`src/rtl/fpaddsub_pkg.sv`:
```
// Shared codes and constants for the FP32 add/sub rounding stage.
package fpaddsub_pkg;

  localparam logic [1:0] EXC_NORMAL = 2'b00;
  localparam logic [1:0] EXC_ZERO   = 2'b01;
  localparam logic [1:0] EXC_INF    = 2'b10;
  localparam logic [1:0] EXC_NAN    = 2'b11;

  localparam logic [31:0] FP32_QNAN = 32'h7FC0_0000;
  localparam logic [7:0]  EXP_MAX   = 8'hFF;

  localparam int FLAG_INEXACT   = 0;
  localparam int FLAG_UNDERFLOW = 1;
  localparam int FLAG_OVERFLOW  = 2;
  localparam int FLAG_INVALID   = 3;

  // Field order matches the Flags port: {invalid, overflow, underflow, inexact}.
  typedef struct packed {
    logic invalid;
    logic overflow;
    logic underflow;
    logic inexact;
  } flags_t;

endpackage

```
`src/rtl/fpaddsub_pack.sv`:
```
// Purpose: stage-2 exception priority, exponent carry and IEEE-754 packing.
// Latency: combinational.
// Backpressure: none; the enclosing pipeline register decides when to capture.
module fpaddsub_pack
  import fpaddsub_pkg::*;
#(
  parameter int MANT_W = 23,
  parameter int EXP_W  = 8
) (
  input  logic                    sign,
  input  logic [1:0]              exc,
  input  logic                    neg_e,
  input  logic                    zero_sum,
  input  logic [EXP_W:0]          norm_e,
  input  logic [MANT_W:0]         mant_r,
  input  logic                    inexact,
  output logic [EXP_W+MANT_W:0]   result,
  output flags_t                  flags
);

  logic                carry;
  logic [EXP_W+1:0]    exp_ext;
  logic [MANT_W-1:0]   mant;

  // One extra exponent bit so NormE at its maximum plus a rounding carry cannot wrap.
  assign carry   = mant_r[MANT_W];
  assign exp_ext = {1'b0, norm_e} + (EXP_W+2)'(carry);
  assign mant    = carry ? '0 : mant_r[MANT_W-1:0];

  always_comb begin
    result        = {sign, exp_ext[EXP_W-1:0], mant};
    flags         = '0;
    flags.inexact = inexact;
    if (exc == EXC_NAN) begin
      result        = FP32_QNAN;
      flags         = '0;
      flags.invalid = 1'b1;
    end else if (exc == EXC_INF) begin
      result = {sign, {EXP_W{1'b1}}, {MANT_W{1'b0}}};
      flags  = '0;
    end else if (exc == EXC_ZERO || zero_sum) begin
      result = {sign, {(EXP_W+MANT_W){1'b0}}};
      flags  = '0;
    end else if (neg_e || exp_ext == '0) begin
      result          = {sign, {(EXP_W+MANT_W){1'b0}}};
      flags.underflow = 1'b1;
      flags.inexact   = 1'b1;
    end else if (exp_ext >= {2'b00, {EXP_W{1'b1}}}) begin
      result         = {sign, {EXP_W{1'b1}}, {MANT_W{1'b0}}};
      flags.overflow = 1'b1;
      flags.inexact  = 1'b1;
    end
  end

endmodule

```
`src/rtl/fpaddsub_round_pipe.sv`:
```
// Purpose: round-to-nearest-even and pack FP32 add/sub result; FPADDSUB_STICKY_FLAGS_EN adds FlagsAcc.
// Latency: 2 cycles in-transfer to out_valid, one result per cycle when out_ready stays high.
// Backpressure: in_ready = !v1 | !v2 | out_ready, combinational, no skid buffer.
module fpaddsub_round_pipe
  import fpaddsub_pkg::*;
#(
  parameter int MANT_W = 23,
  parameter int EXP_W  = 8
) (
  input  logic                   clk,
  input  logic                   rst,
`ifdef FPADDSUB_STICKY_FLAGS_EN
  input  logic                   flag_clr,
  output logic [3:0]             FlagsAcc,
`endif
  input  logic                   in_valid,
  output logic                   in_ready,
  input  logic [MANT_W-1:0]      NormM,
  input  logic [EXP_W:0]         NormE,
  input  logic                   NegE,
  input  logic                   ZeroSum,
  input  logic                   FG,
  input  logic                   R,
  input  logic                   S,
  input  logic                   Sign,
  input  logic [1:0]             ExcIn,
  output logic                   out_valid,
  input  logic                   out_ready,
  output logic [EXP_W+MANT_W:0]  Result,
  output logic [3:0]             Flags
);

  logic                v1, v2;
  logic                adv2;
  logic                rnd_up;
  logic                s1_sign, s1_neg_e, s1_zero, s1_inexact;
  logic [1:0]          s1_exc;
  logic [EXP_W:0]      s1_norm_e;
  logic [MANT_W:0]     s1_mant_r;
  logic [EXP_W+MANT_W:0] pack_result;
  flags_t              pack_flags;

  assign adv2      = !v2 || out_ready;
  assign in_ready  = !v1 || adv2;
  assign out_valid = v2;
  // Ties (FG=1, R=S=0) round up only when the LSB is odd.
  assign rnd_up    = FG & (R | S | NormM[0]);

  always_ff @(posedge clk or posedge rst) begin
    if (rst) begin
      v1         <= 1'b0;
      v2         <= 1'b0;
      s1_sign    <= 1'b0;
      s1_exc     <= EXC_NORMAL;
      s1_neg_e   <= 1'b0;
      s1_zero    <= 1'b0;
      s1_norm_e  <= '0;
      s1_mant_r  <= '0;
      s1_inexact <= 1'b0;
      Result     <= '0;
      Flags      <= '0;
    end else begin
      if (in_ready) v1 <= in_valid;
      if (in_valid && in_ready) begin
        s1_sign    <= Sign;
        s1_exc     <= ExcIn;
        s1_neg_e   <= NegE;
        s1_zero    <= ZeroSum;
        s1_norm_e  <= NormE;
        s1_mant_r  <= {1'b0, NormM} + (MANT_W+1)'(rnd_up);
        s1_inexact <= FG | R | S;
      end
      if (adv2) v2 <= v1;
      if (v1 && adv2) begin
        Result <= pack_result;
        Flags  <= pack_flags;
      end
    end
  end

  fpaddsub_pack #(
    .MANT_W (MANT_W),
    .EXP_W  (EXP_W)
  ) u_pack (
    .sign     (s1_sign),
    .exc      (s1_exc),
    .neg_e    (s1_neg_e),
    .zero_sum (s1_zero),
    .norm_e   (s1_norm_e),
    .mant_r   (s1_mant_r),
    .inexact  (s1_inexact),
    .result   (pack_result),
    .flags    (pack_flags)
  );

`ifdef FPADDSUB_STICKY_FLAGS_EN
  // A clear that lands on a transfer keeps that transfer's flags.
  always_ff @(posedge clk or posedge rst) begin
    if (rst) begin
      FlagsAcc <= '0;
    end else if (flag_clr) begin
      FlagsAcc <= (v2 && out_ready) ? Flags : 4'h0;
    end else if (v2 && out_ready) begin
      FlagsAcc <= FlagsAcc | Flags;
    end
  end
`endif

endmodule
```
`config.mk`:
```
export PLATFORM = sky130hd
export DESIGN_NAME = fpaddsub_round_pipe
export DESIGN_NICKNAME = d
export VERILOG_FILES = /design/src/rtl/fpaddsub_pkg.sv /design/src/rtl/fpaddsub_pack.sv /design/src/rtl/fpaddsub_round_pipe.sv
export SDC_FILE = /design/constraint.sdc
export NUM_CORES = 1
export LEC_CHECK = 0
export ABC_AREA = 1
export ABC_CLOCK_PERIOD_IN_PS = 2500
export BUFFER_PORTS_ARGS = -buffer_cell sky130_fd_sc_hd__buf_2
export CORE_MARGIN = 3
export CORE_UTILIZATION = 30
export CTS_BUF_LIST = sky130_fd_sc_hd__clkbuf_8
export DETAILED_ROUTE_END_ITERATION = 12
export HOLD_SLACK_MARGIN = 0.12
export PLACE_DENSITY = 0.49
export SYNTH_ARGS = -nofsm -noshare
export SYNTH_HDL_FRONTEND = slang
export SYNTH_HIERARCHICAL = 1
export SYNTH_SLANG_ARGS = --single-unit
```
`constraint.sdc`:
```
create_clock -name clk -period 2.5 [get_ports clk]
set_input_delay 0.125 -clock clk [delete_from_list [all_inputs] [get_ports clk]]
set_output_delay 0.125 -clock clk [all_outputs]
set_load 0.1 [all_outputs]
```
Word-level counts from Yosys, hierarchy flattened
Cells that the tools add are included.
{"block": "word_totals", "reg_bits": 77, "input_bits": 44, "output_inout_bits": 38, "wordCells": 45}
{"block": "classes", "n_addsub": 2, "order_cmp": 1, "n_eq_ne": 3, "mux": 14, "bitwise": 5, "n_reduce_logical": 9}
{"op": "31-bit 2-to-1 mux", "n": 4}
{"op": "32-bit 2-to-1 mux", "n": 1}
{"op": "23-bit by 1-bit adder with 24-bit output", "n": 1}
{"op": "23-bit 2-to-1 mux", "n": 1}
{"op": "9-bit by 1-bit adder with 10-bit output", "n": 1}
{"op": "10-bit by 8-bit greater-or-equal comparator with 1-bit output, second input constant", "n": 1}
{"op": "10-bit zero test", "n": 1}
{"op": "3-bit 2-to-1 mux", "n": 2}
{"op": "1-bit 2-to-1 mux", "n": 5}
{"op": "2-bit == test, second input constant", "n": 2}
{"op": "1-bit logical OR", "n": 4}
{"op": "4-bit 2-to-1 mux", "n": 1}
{"op": "1-bit bitwise OR", "n": 4}
{"op": "2-bit by 1-bit == test with 1-bit output, second input constant", "n": 1}
{"op": "1-bit logical AND", "n": 2}
{"op": "1-bit zero test", "n": 2}
{"op": "1-bit bitwise AND", "n": 1}

Longest topological paths before layout
Gate-level depths: netlist (run 1).
{"block": "logic_depth", "ltp_word": 7, "mapped_depth": 15}

Hierarchy
The synthesis (run 1) kept the hierarchy.
{"mod": "fpaddsub_round_pipe", "instances": 1, "cells_per_inst": 365, "area_per_inst_um2": 3512.1, "seq_area_each_um2": 1926.8}
{"mod": "fpaddsub_pack", "instances": 1, "cells_per_inst": 167, "area_per_inst_um2": 818.3, "seq_area_each_um2": 0.0}

Worst setup path before layout (run 1)
Ideal clock, no wire load.
{"block": "synth_timing", "path_kind": "register -> register", "start": "reg v2, in the netlist out_valid", "end": "reg v1", "setup_ps": 143, "arrival_ps": 2313, "required_time_ps": 2357, "setup_slack_ps": 45, "stages_incl_launch_ff": 6, "path_buffers": 2, "cell_sequence": "dfrtp_1 > nand3_2 > nand2_2 > buf_4 > buf_4 > nand2_1"}
{"block": "synth_between", "elab_chain_len": 3}
{"element": "from (decl)", "line_no": "fpaddsub_round_pipe.sv:33", "rtl": "logic v1, v2;"}
{"element": "from (signal assigned)", "line_no": "fpaddsub_round_pipe.sv:73", "rtl": "if (adv2) v2 <= v1;"}
{"element": "1-bit zero test", "line_no": "fpaddsub_round_pipe.sv:43", "rtl": "assign adv2 = !v2 || out_ready;"}
{"element": "1-bit logical OR", "line_no": "fpaddsub_round_pipe.sv:43"}
{"element": "1-bit logical OR", "line_no": "fpaddsub_round_pipe.sv:44", "rtl": "assign in_ready = !v1 || adv2;"}
{"element": "via in_ready", "line_no": "fpaddsub_round_pipe.sv:17", "rtl": "output logic in_ready,"}
{"element": "to (signal assigned)", "line_no": "fpaddsub_round_pipe.sv:63", "rtl": "if (in_ready) v1 <= in_valid;"}
{"element": "to (decl)", "line_no": "fpaddsub_round_pipe.sv:33"}
The timed path passes the listed nets, and every way through them passes these cells.
A chain may end at the register's enable or synchronous reset.

Worst setup path in the final report (run 1)
{"block": "layout_timing", "start": "reg s1_norm_e[0]", "end": "reg Result[18]"}
{"block": "layout_between", "elab_chain_len": 7, "word_cells_on_any_way": 9, "classes_between": "1 x add/sub; 1 x order compare; 5 x mux; 2 x reduce/logical"}
{"element": "from (decl)", "line_no": "fpaddsub_round_pipe.sv:38", "rtl": "logic [EXP_W:0] s1_norm_e;"}
{"element": "from (signal assigned)", "line_no": "fpaddsub_round_pipe.sv:69", "rtl": "s1_norm_e <= NormE;"}
{"element": "9-bit by 1-bit adder with 10-bit output (*)", "line_no": "fpaddsub_pack.sv:27", "rtl": "assign exp_ext = {1'b0, norm_e} + (EXP_W+2)'(carry);"}
{"element": "10-bit by 8-bit greater-or-equal comparator with 1-bit output or 10-bit zero test (tied branches)", "line_no": "fpaddsub_pack.sv:48, fpaddsub_pack.sv:44"}
{"element": "31-bit 2-to-1 mux or 1-bit logical OR (tied branches)", "line_no": "fpaddsub_pack.sv:48, fpaddsub_pack.sv:44"}
{"element": "31-bit 2-to-1 mux (*)", "line_no": "fpaddsub_pack.sv:44", "rtl": "end else if (neg_e || exp_ext == '0) begin"}
{"element": "31-bit 2-to-1 mux (*)", "line_no": "fpaddsub_pack.sv:41", "rtl": "end else if (exc == EXC_ZERO || zero_sum) begin"}
{"element": "31-bit 2-to-1 mux (*)", "line_no": "fpaddsub_pack.sv:38", "rtl": "end else if (exc == EXC_INF) begin"}
{"element": "32-bit 2-to-1 mux (*)", "line_no": "fpaddsub_pack.sv:34", "rtl": "if (exc == EXC_NAN) begin"}
{"element": "via pack_result[18]", "line_no": "fpaddsub_round_pipe.sv:40", "rtl": "logic [EXP_W+MANT_W:0] pack_result;"}
{"element": "to (signal assigned)", "line_no": "fpaddsub_round_pipe.sv:75", "rtl": "Result <= pack_result;"}
{"element": "to (decl)", "line_no": "fpaddsub_round_pipe.sv:29", "rtl": "output logic [EXP_W+MANT_W:0] Result,"}
Mark *: on every way through the listed nets, which the timed path passes. The rest lies on a longest branch.

==> metrics.md, run 1 <==
| Metric | Value |
|---|---|
| M3 GR Usage | 0.0386 |
| Synthesized flop and latch total | 77 |
| CTS HTree Levels | 3 |
| Rel. slew slack | 0.542 |
| WL final | roughly 11 mm |
| TritonCTS clock tree | yes |
| DRT antenna net count | 0 |
| Global-route met2 utilization | 0.247 |
| Fraction of layout cells with a size suffix above 1 | 0.271 |
| Async set or reset register ratio after synthesis | 1.00 |
| PortBufs | 81 |
| Core area | approximately 14000 sq um |
| Maximum achievable frequency | 436 MHz |
| Die footprint | around 16000 sq um |
| Max_cap viols | 0 |
| Setup_tns | 0 ns |
| Crit path cell chain | ha_1 > ha_1 > nand2_2 > inv_1 > nand2_1 > nand2_1 > nor2_1 > nand2_1 > nor2_1 > nand2_2 > nand3_4 > nor2_1 > mux2_1 |
| Fill count | between 1000 and 1500 |
| I/O pins | 82 |
| Reg2reg setup slack | between 0.2 and 0.25 ns |
| Worst path slowest cell | dfrtp_1 |
| Mean number of vias per cell | approximately 4.5 |
| Drt first pass iters | 4 |
| WP buf/inv | 1 |
| Worst Hold Endpoint | s1_mant_r[8]$_DFFE_PP0P_ |
| Final Max Slew Viols | 0 |
| Effective utilization at floorplan | 0.310 |
| EDFF count, synth | 0 |
| Die width | between 100 and 150 microns |
| Worst Hold Class | input pin to register |
| Pwr dens | between 700 and 800 nW/um^2 |
| Post-DP HPWL | a little under 8 mm |
| RR Startpoint | s1_norm_e[0]$_DFFE_PP0P_ |
| Total CTS buffers | 9 |
| Synth Cell Area | 4330 sq um |
| Routed wire length per instance | between 10 and 15 microns |
| Setup Viol. Count Final | 0 |
| GRT overflow | 0 |
| Most frequent cells in the layout | nand2_1 (191), buf_2 (81), dfrtp_1 (77) |
| Row Count | 43 |
| Delay-heaviest family, CP | simple AND/OR/NAND/NOR gates |
| Hold_sp | NormM[8] |
| Crit path from | s1_norm_e[0]$_DFFE_PP0P_ |
| Root Driver | clkbuf_8 |
| Post-Place Setup Slack | between 0.15 and 0.2 ns |
| Clock tree buffer depth | 2 |
| Initial antenna violation count | 0 |
| Setup CP Type | register to register |
| Clock Latency Late Sink | between 0.3 and 0.4 ns |
| Leak | 0.00279 uW |
| Clock Sinks | 77 |
| Routability Congestion | 0.830 |
| Worst setup margin | 0.208 ns |
| Seq/Total Area, Yosys | 0.445 |
| RSZ-0062 raised after global routing | no |
| Clock Skew | 0.0126 ns |
| Crit. End Element | register |
| Layout area overhead | 25.5% |
| Min cycle time layout | 2.29 ns |
| Max VDD drop | around 0.00039 V |
| Yosys cell types | 32 |
| Critical path fanouts, max | 11 |
| Fin crit share | 0.917 |
| Crit-path max cell delay | roughly 0.40 ns |
| Vias in the first global route | slightly below 4000 |
| Final hold slack | approximately 0.15 ns |
| Outcome | completed |
| Syn Area/Cell | around 8.1 sq um |
| Vias | between 3000 and 4000 |
| Ys flop type | dfrtp_1 |
| Die height | 126 microns |
| Worst Tran Pin Value | 0.687 ns |
| FF-to-FF End | Result[18]$_DFFE_PP0P_ |
| Worst-path clk slew | around 0.070 ns |
| Yosys warns | 6 |
| Nets@finish | between 600 and 700 |
| Global-route wire length before repair | ~19 mm |
| Setup crit start kind | register |
| Ant. Diodes | 0 |
| Worst EP arrival | ~2.5 ns |
| Met1 global-route usage | 0.177 |
| Most used routing layer in global routing | met2 |
| Total routing usage reported by global routing | 0.143 |
| Syn Inst Count | between 500 and 600 |
| Worst hold path stage count | 3 |
| Initial DRC Count | 200 |
| Largest net degree at the start of global routing | 42 |
| Fin. Hold Viols | 0 |
| Commonest non-fill, non-tap cell in the layout | nand2_1 |
| Critical path required time | around 2.7 ns |
| Synth Net Count | between 500 and 600 |
| Drc violations | 0 |
| R2r worst-path depth | 13 |
## through the flow
stage / cells / util / area, sq um / power (uW)
2_1_floorplan: 532 / - / 4330 / 3080
3_3_place_gp: 779 / 0.347 / 4860 / 3370
3_5_place_dp: 779 / 0.347 / 4860 / 3390
4_1_cts: 828 / 0.386 / 5410 / 4390
5_1_grt: 830 / 0.388 / 5430 / 4590
6_report: 830 / 0.388 / 5430 / 4330
## metal layers
metal / routed length [microns] / vias to the layer above
met1: 5050 / 1768
met5: 0 / -
met2: 5230 / 70
met4: 87 / 0
met3: 469 / 8
li1: - / 1910
## area by class of cell
| type | instances | area (sq um) | share of cell area |
|---|---|---|---|
| Clock buffer | 11 | 151 | 0.0279 |
| Sequential cell | 77 | 1930 | 0.355 |
| Tap cell | 180 | 225 | 0.0415 |
| Inverter | 42 | 159 | 0.0292 |
| Timing Repair Buffer | 121 | 821 | 0.151 |
| Clock inverter | 2 | 35.0 | 0.00645 |
| Multi-Input combinational cell | 397 | 2110 | 0.389 |
## worst max path at each step
stage | slack (ns) | depth (start not counted) | end
after floorplan | 0.04 | 5 | v1$_DFFE_PP0P_
after global placement | 0.26 | 11 | Result[9]$_DFFE_PP0P_
after detailed placement | 0.16 | 11 | Result[14]$_DFFE_PP0P_
after CTS | 0.14 | 11 | Result[14]$_DFFE_PP0P_
after global routing | 0.0001 | 15 | Result[23]$_DFFE_PP0P_
final | 0.21 | 13 | Result[18]$_DFFE_PP0P_
## timing repair
item,CTS,global route
setup endpoints to repair,0,28
hold buffers,36,0
buffers inserted,0,1
resized for setup,0,2
hold endpoints to repair,71,0
## logic make-up (layout without fill, tap and decap cells)
| group | count (synthesis) | in the layout | share of synthesized area |
|---|---|---|---|
| AOI/OAI and AO/OA | 22 | 22 | 0.0341 |
| and+or+nand+nor | 328 | 329 | 0.333 |
| DFF | 77 | 77 | 0.445 |
| xor gates and xnor gates | 6 | 6 | 0.0121 |
| muxes | 36 | 36 | 0.0936 |
| adders and majority gates | 4 | 4 | 0.0116 |
| buffers and inverters | 59 | 176 | 0.0711 |
## worst register-to-register path, cell delays in order (launching register included)
cell     delay (ns)
dfrtp_1        0.40
ha_1           0.21
ha_1           0.22
nand2_2        0.11
inv_1          0.04
nand2_1        0.11
nand2_1        0.10
nor2_1         0.09
nand2_1        0.05
nor2_1         0.11
nand2_2        0.16
nand3_4        0.23
nor2_1         0.08
mux2_1         0.28
## synthesized netlist by cell type (2+ instances only)
cell type,instances,area (sq um)
mux2_2,33,372
buf_6,9,101
ha_1,4,50.1
nand2_1,191,717
o21bai_1,7,52.6
inv_1,38,143
nand3_2,2,20.0
o21ai_0,8,40.0
buf_4,4,30.0
nor2_2,10,62.6
nand2_2,16,100
nor2_1,53,199
dfrtp_1,77,1930
xor2_1,5,43.8
nand3_1,43,215
buf_2,3,15.0
a31oi_1,2,12.5
inv_2,4,15.0
nand4_1,3,18.8
mux2_1,3,33.8
nor2_4,6,67.6
## state kept, by name, summed over array words and instances, names as in the netlist
name	cells
s1_norm_e	9
s1_exc	2
s1_mant_r	24
Flags	4
s1_zero	1
Result	32
out_valid	1
s1_inexact	1
v1	1
s1_neg_e	1
s1_sign	1
## report_power, final
group / leakage (uW) / switching [uW] / internal, uW
registers: 0.000974 / 136 / 1460
logic: 0.00172 / 1400 / 414
clock network: 0.0000971 / 426 / 498
(Power assumes the default switching activity.)
==> inputs of run 2 (changes only) <==
CAP_MARGIN = 40   (was default)
CORE_MARGIN = 1.5   (was 3)
SLEW_MARGIN = 20   (was default)
==> metrics.md, run 2 (same netlist as run 1, synthesis figures left out) <==
| Metric | Value |
|---|---|
| Outcome | completed |
| I/O pins | 82 (unchanged) |
| Row Count | 43 (unchanged) |
| Min cycle time layout | 2.29 ns (-0.00700 ns) |
| Vias | 3772 (+0.43%) |
| Commonest non-fill, non-tap cell in the layout | nand2_1 |
| Clock power frac | 0.239 (+0.026) |
| Global-route wire length before repair | 17.7 mm (-4.4%) |
| Clock Skew | 0.00878 ns (-0.00381 ns) |
| Int Power | 2490 uW (+5.1%) |
| Comb power frac | 0.407 (-0.012) |
| Core area | 14000 sq um (unchanged) |
| Post-DP HPWL | 7.58 mm (-1.6%) |
| Effective utilization at floorplan | 0.310 (unchanged) |
| Hold_sp | NormM[17] |
| Clock Sinks | 77 (unchanged) |
| Clock Latency Late Sink | 0.37 ns (about the same) |
| Final Core Density | 0.394 (+0.00528) |
| CTS HTree Levels | 3 (unchanged) |
| Root Driver | clkbuf_8 |
| GRT overflow | 0 (unchanged) |
| Setup crit start kind | register |
| Critical path required time | 2.75 ns (about the same) |
| Worst Hold Class | input pin to register |
| Initial DRC Count | 173 (-14%) |
| Critical path fanouts, max | 33 (+22) |
| Number of flip-flops in the largest register | 32 (unchanged) |
| Die footprint | 15200 sq um (-4.7%) |
| Final Max Slew Viols | 0 (unchanged) |
| Max_cap viols | 0 (unchanged) |
| Routed wire length per instance | 13.1 microns (+0.18%) |
| Setup Viol. Count Final | 0 (unchanged) |
| Most flops, register | Result |
| RR Startpoint | s1_mant_r[23]$_DFFE_PP0P_ |
| PortBufs | 81 (unchanged) |
| Total CTS buffers | 9 (unchanged) |
| Largest net degree at the start of global routing | 44 (+4.8%) |
| Setup CP Type | register to register |
| Fraction of layout cells with a size suffix above 1 | 0.271 (+0.000572) |
| Reg2reg setup slack | 0.21 ns (about the same) |
| Vias in the first global route | 3786 (-4.1%) |
| TritonCTS clock tree | yes |
| Worst EP arrival | 2.53 ns (about the same) |
| Worst Tran Pin Value | 0.686 ns (-0.000739 ns) |
| Fin crit share | 0.914 (-0.00280) |
| Flop pwr share | 0.354 (-0.014) |
| FF-to-FF End | Result[23]$_DFFE_PP0P_ |
| Worst Hold Endpoint | s1_mant_r[17]$_DFFE_PP0P_ |
| Net Switching | 2000 uW (+2.1%) |
| Fin. Hold Viols | 0 (unchanged) |
| Die width | 123 microns (-2.4%) |
| R2r worst-path depth | 15 (+2) |
| Top flop regs | Result (32), s1_mant_r (24), s1_norm_e (9) |
| Ant. Diodes | 0 (unchanged) |
| Crit. End Element | register |
| Layout area overhead | 27.2% |
| Drc violations | 0 (unchanged) |
| Setup_tns | 0 ns (unchanged) |
| Clock tree buffer depth | 2 (unchanged) |
| WL final | 10.9 mm (+0.90%) |
| Nets@finish | 699 (+0.43%) |
| Total routing usage reported by global routing | 0.153 (+0.0104) |
| Switching share of power | 0.446 (-0.00723) |
| Die height | 123 microns (-2.4%) |
| Routability Congestion | 0.833 (+0.33%) |
| Max VDD drop | 0.000359 V (-7.4%) |
| Maximum achievable frequency | 438 MHz (+0.31%) |
| DRT antenna net count | 0 (unchanged) |
| Most frequent cells in the layout | nand2_1 (190), buf_2 (81), dfrtp_1 (77) |
| Worst hold path stage count | 5 (+2) |
| Leak | 0.00283 uW (+1.3%) |
| Initial antenna violation count | 0 (unchanged) |
| Worst-path clk slew | 0.08 ns (about the same) |
| Drt first pass iters | 4 (unchanged) |
| Mean number of vias per cell | 4.51 (-0.29%) |
| Rel. slew slack | 0.542 (about the same) |
| Pwr dens | 816 nW/um^2 (+2.4%) |
-- run 2: cell types whose count changed in the layout (fill, tap and decap cells not counted) --
cell	before	now
buf_4	2	1
bufinv_16	1	2
clkinv_2	2	3
dlygate4sd3_1	36	40
inv_1	37	38
nand2_1	191	190
nand2_2	16	17
-- run 2: layout make-up --
| class | instances | area [sq um] |
|---|---|---|
| fillers | 1496 | 8480 |
| multi-input cells | 397 | 2120 |
| flip-flops and latches | 77 | 1930 |
| repair buffers | 124 | 853 |
| well taps | 180 | 225 |
| inverters | 42 | 159 |
| clock buffers | 11 | 151 |
| clock inverters | 5 | 73.8 |
-- run 2: power by group through the flow --
| stage | Combinational (uW) | Sequential (uW) | Clock (uW) |
|---|---|---|---|
| final | 1830 | 1590 | 1070 |
| after global routing | 1950 | 1620 | 1170 |
| after CTS | 1830 | 1600 | 1120 |
| after detailed placement | 1770 | 1620 | 0 |
| after global placement | 1760 | 1610 | 0 |
| after floorplan | 597 | 2480 | 0 |
-- run 2: what timing repair did --
action | 4_1_cts | 5_1_grt
buffers inserted | 0 | 0
hold endpoints to repair | 72 | 0
resized for setup | 0 | 3
setup endpoints to repair | 0 | 22
hold buffers | 40 | 0
-- run 2: through the flow --
stage	cell area, sq um	hold slack [ns]	setup WS [ns]	cells	power [uW]
2_1_floorplan	4330	0.235	0.0446	532	3080
6_report	5510	0.148	0.215	836	4500
3_3_place_gp	4860	0.240	0.260	779	3370
5_1_grt	5510	0.138	-0.00735	836	4750
3_5_place_dp	4860	0.253	0.180	779	3390
4_1_cts	5490	0.120	0.158	835	4540
-- run 2: worst max path at each step --
stage,start,endpoint,slack (ns),cells past startpoint
2_1_floorplan,out_valid$_DFFE_PP0P_,v1$_DFFE_PP0P_,0.04,5
3_3_place_gp,s1_norm_e[0]$_DFFE_PP0P_,Result[16]$_DFFE_PP0P_,0.26,11
3_5_place_dp,s1_mant_r[23]$_DFFE_PP0P_,Result[2]$_DFFE_PP0P_,0.18,11
4_1_cts,s1_mant_r[23]$_DFFE_PP0P_,Result[2]$_DFFE_PP0P_,0.16,11
5_1_grt,s1_norm_e[0]$_DFFE_PP0P_,Result[0]$_DFFE_PP0P_,-0.007,13
6_report,s1_mant_r[23]$_DFFE_PP0P_,Result[23]$_DFFE_PP0P_,0.21,15
-- run 2: per-layer routing --
layer | vias to the layer above | part of all wire | track usage
li1 | 1912 | - | -
met1 | 1767 | 0.47 | 0.192
met2 | 83 | 0.48 | 0.260
met3 | 10 | 0.045 | 0.0415
met4 | 0 | 0.011 | 0.0424
met5 | - | 0 | 0
-- run 2: critical path: stages, from the launching register on --
cell	delay [ns]
dfrtp_1	0.40
ha_1	0.16
ha_1	0.19
nand2_2	0.09
nor2_1	0.14
nand2_1	0.07
nand2_1	0.08
nand2_1	0.08
nor2_1	0.13
nand2_2	0.08
nor2_2	0.13
nor2_4	0.05
buf_12	0.17
nand3_1	0.08
nand2_1	0.06
mux2_1	0.28
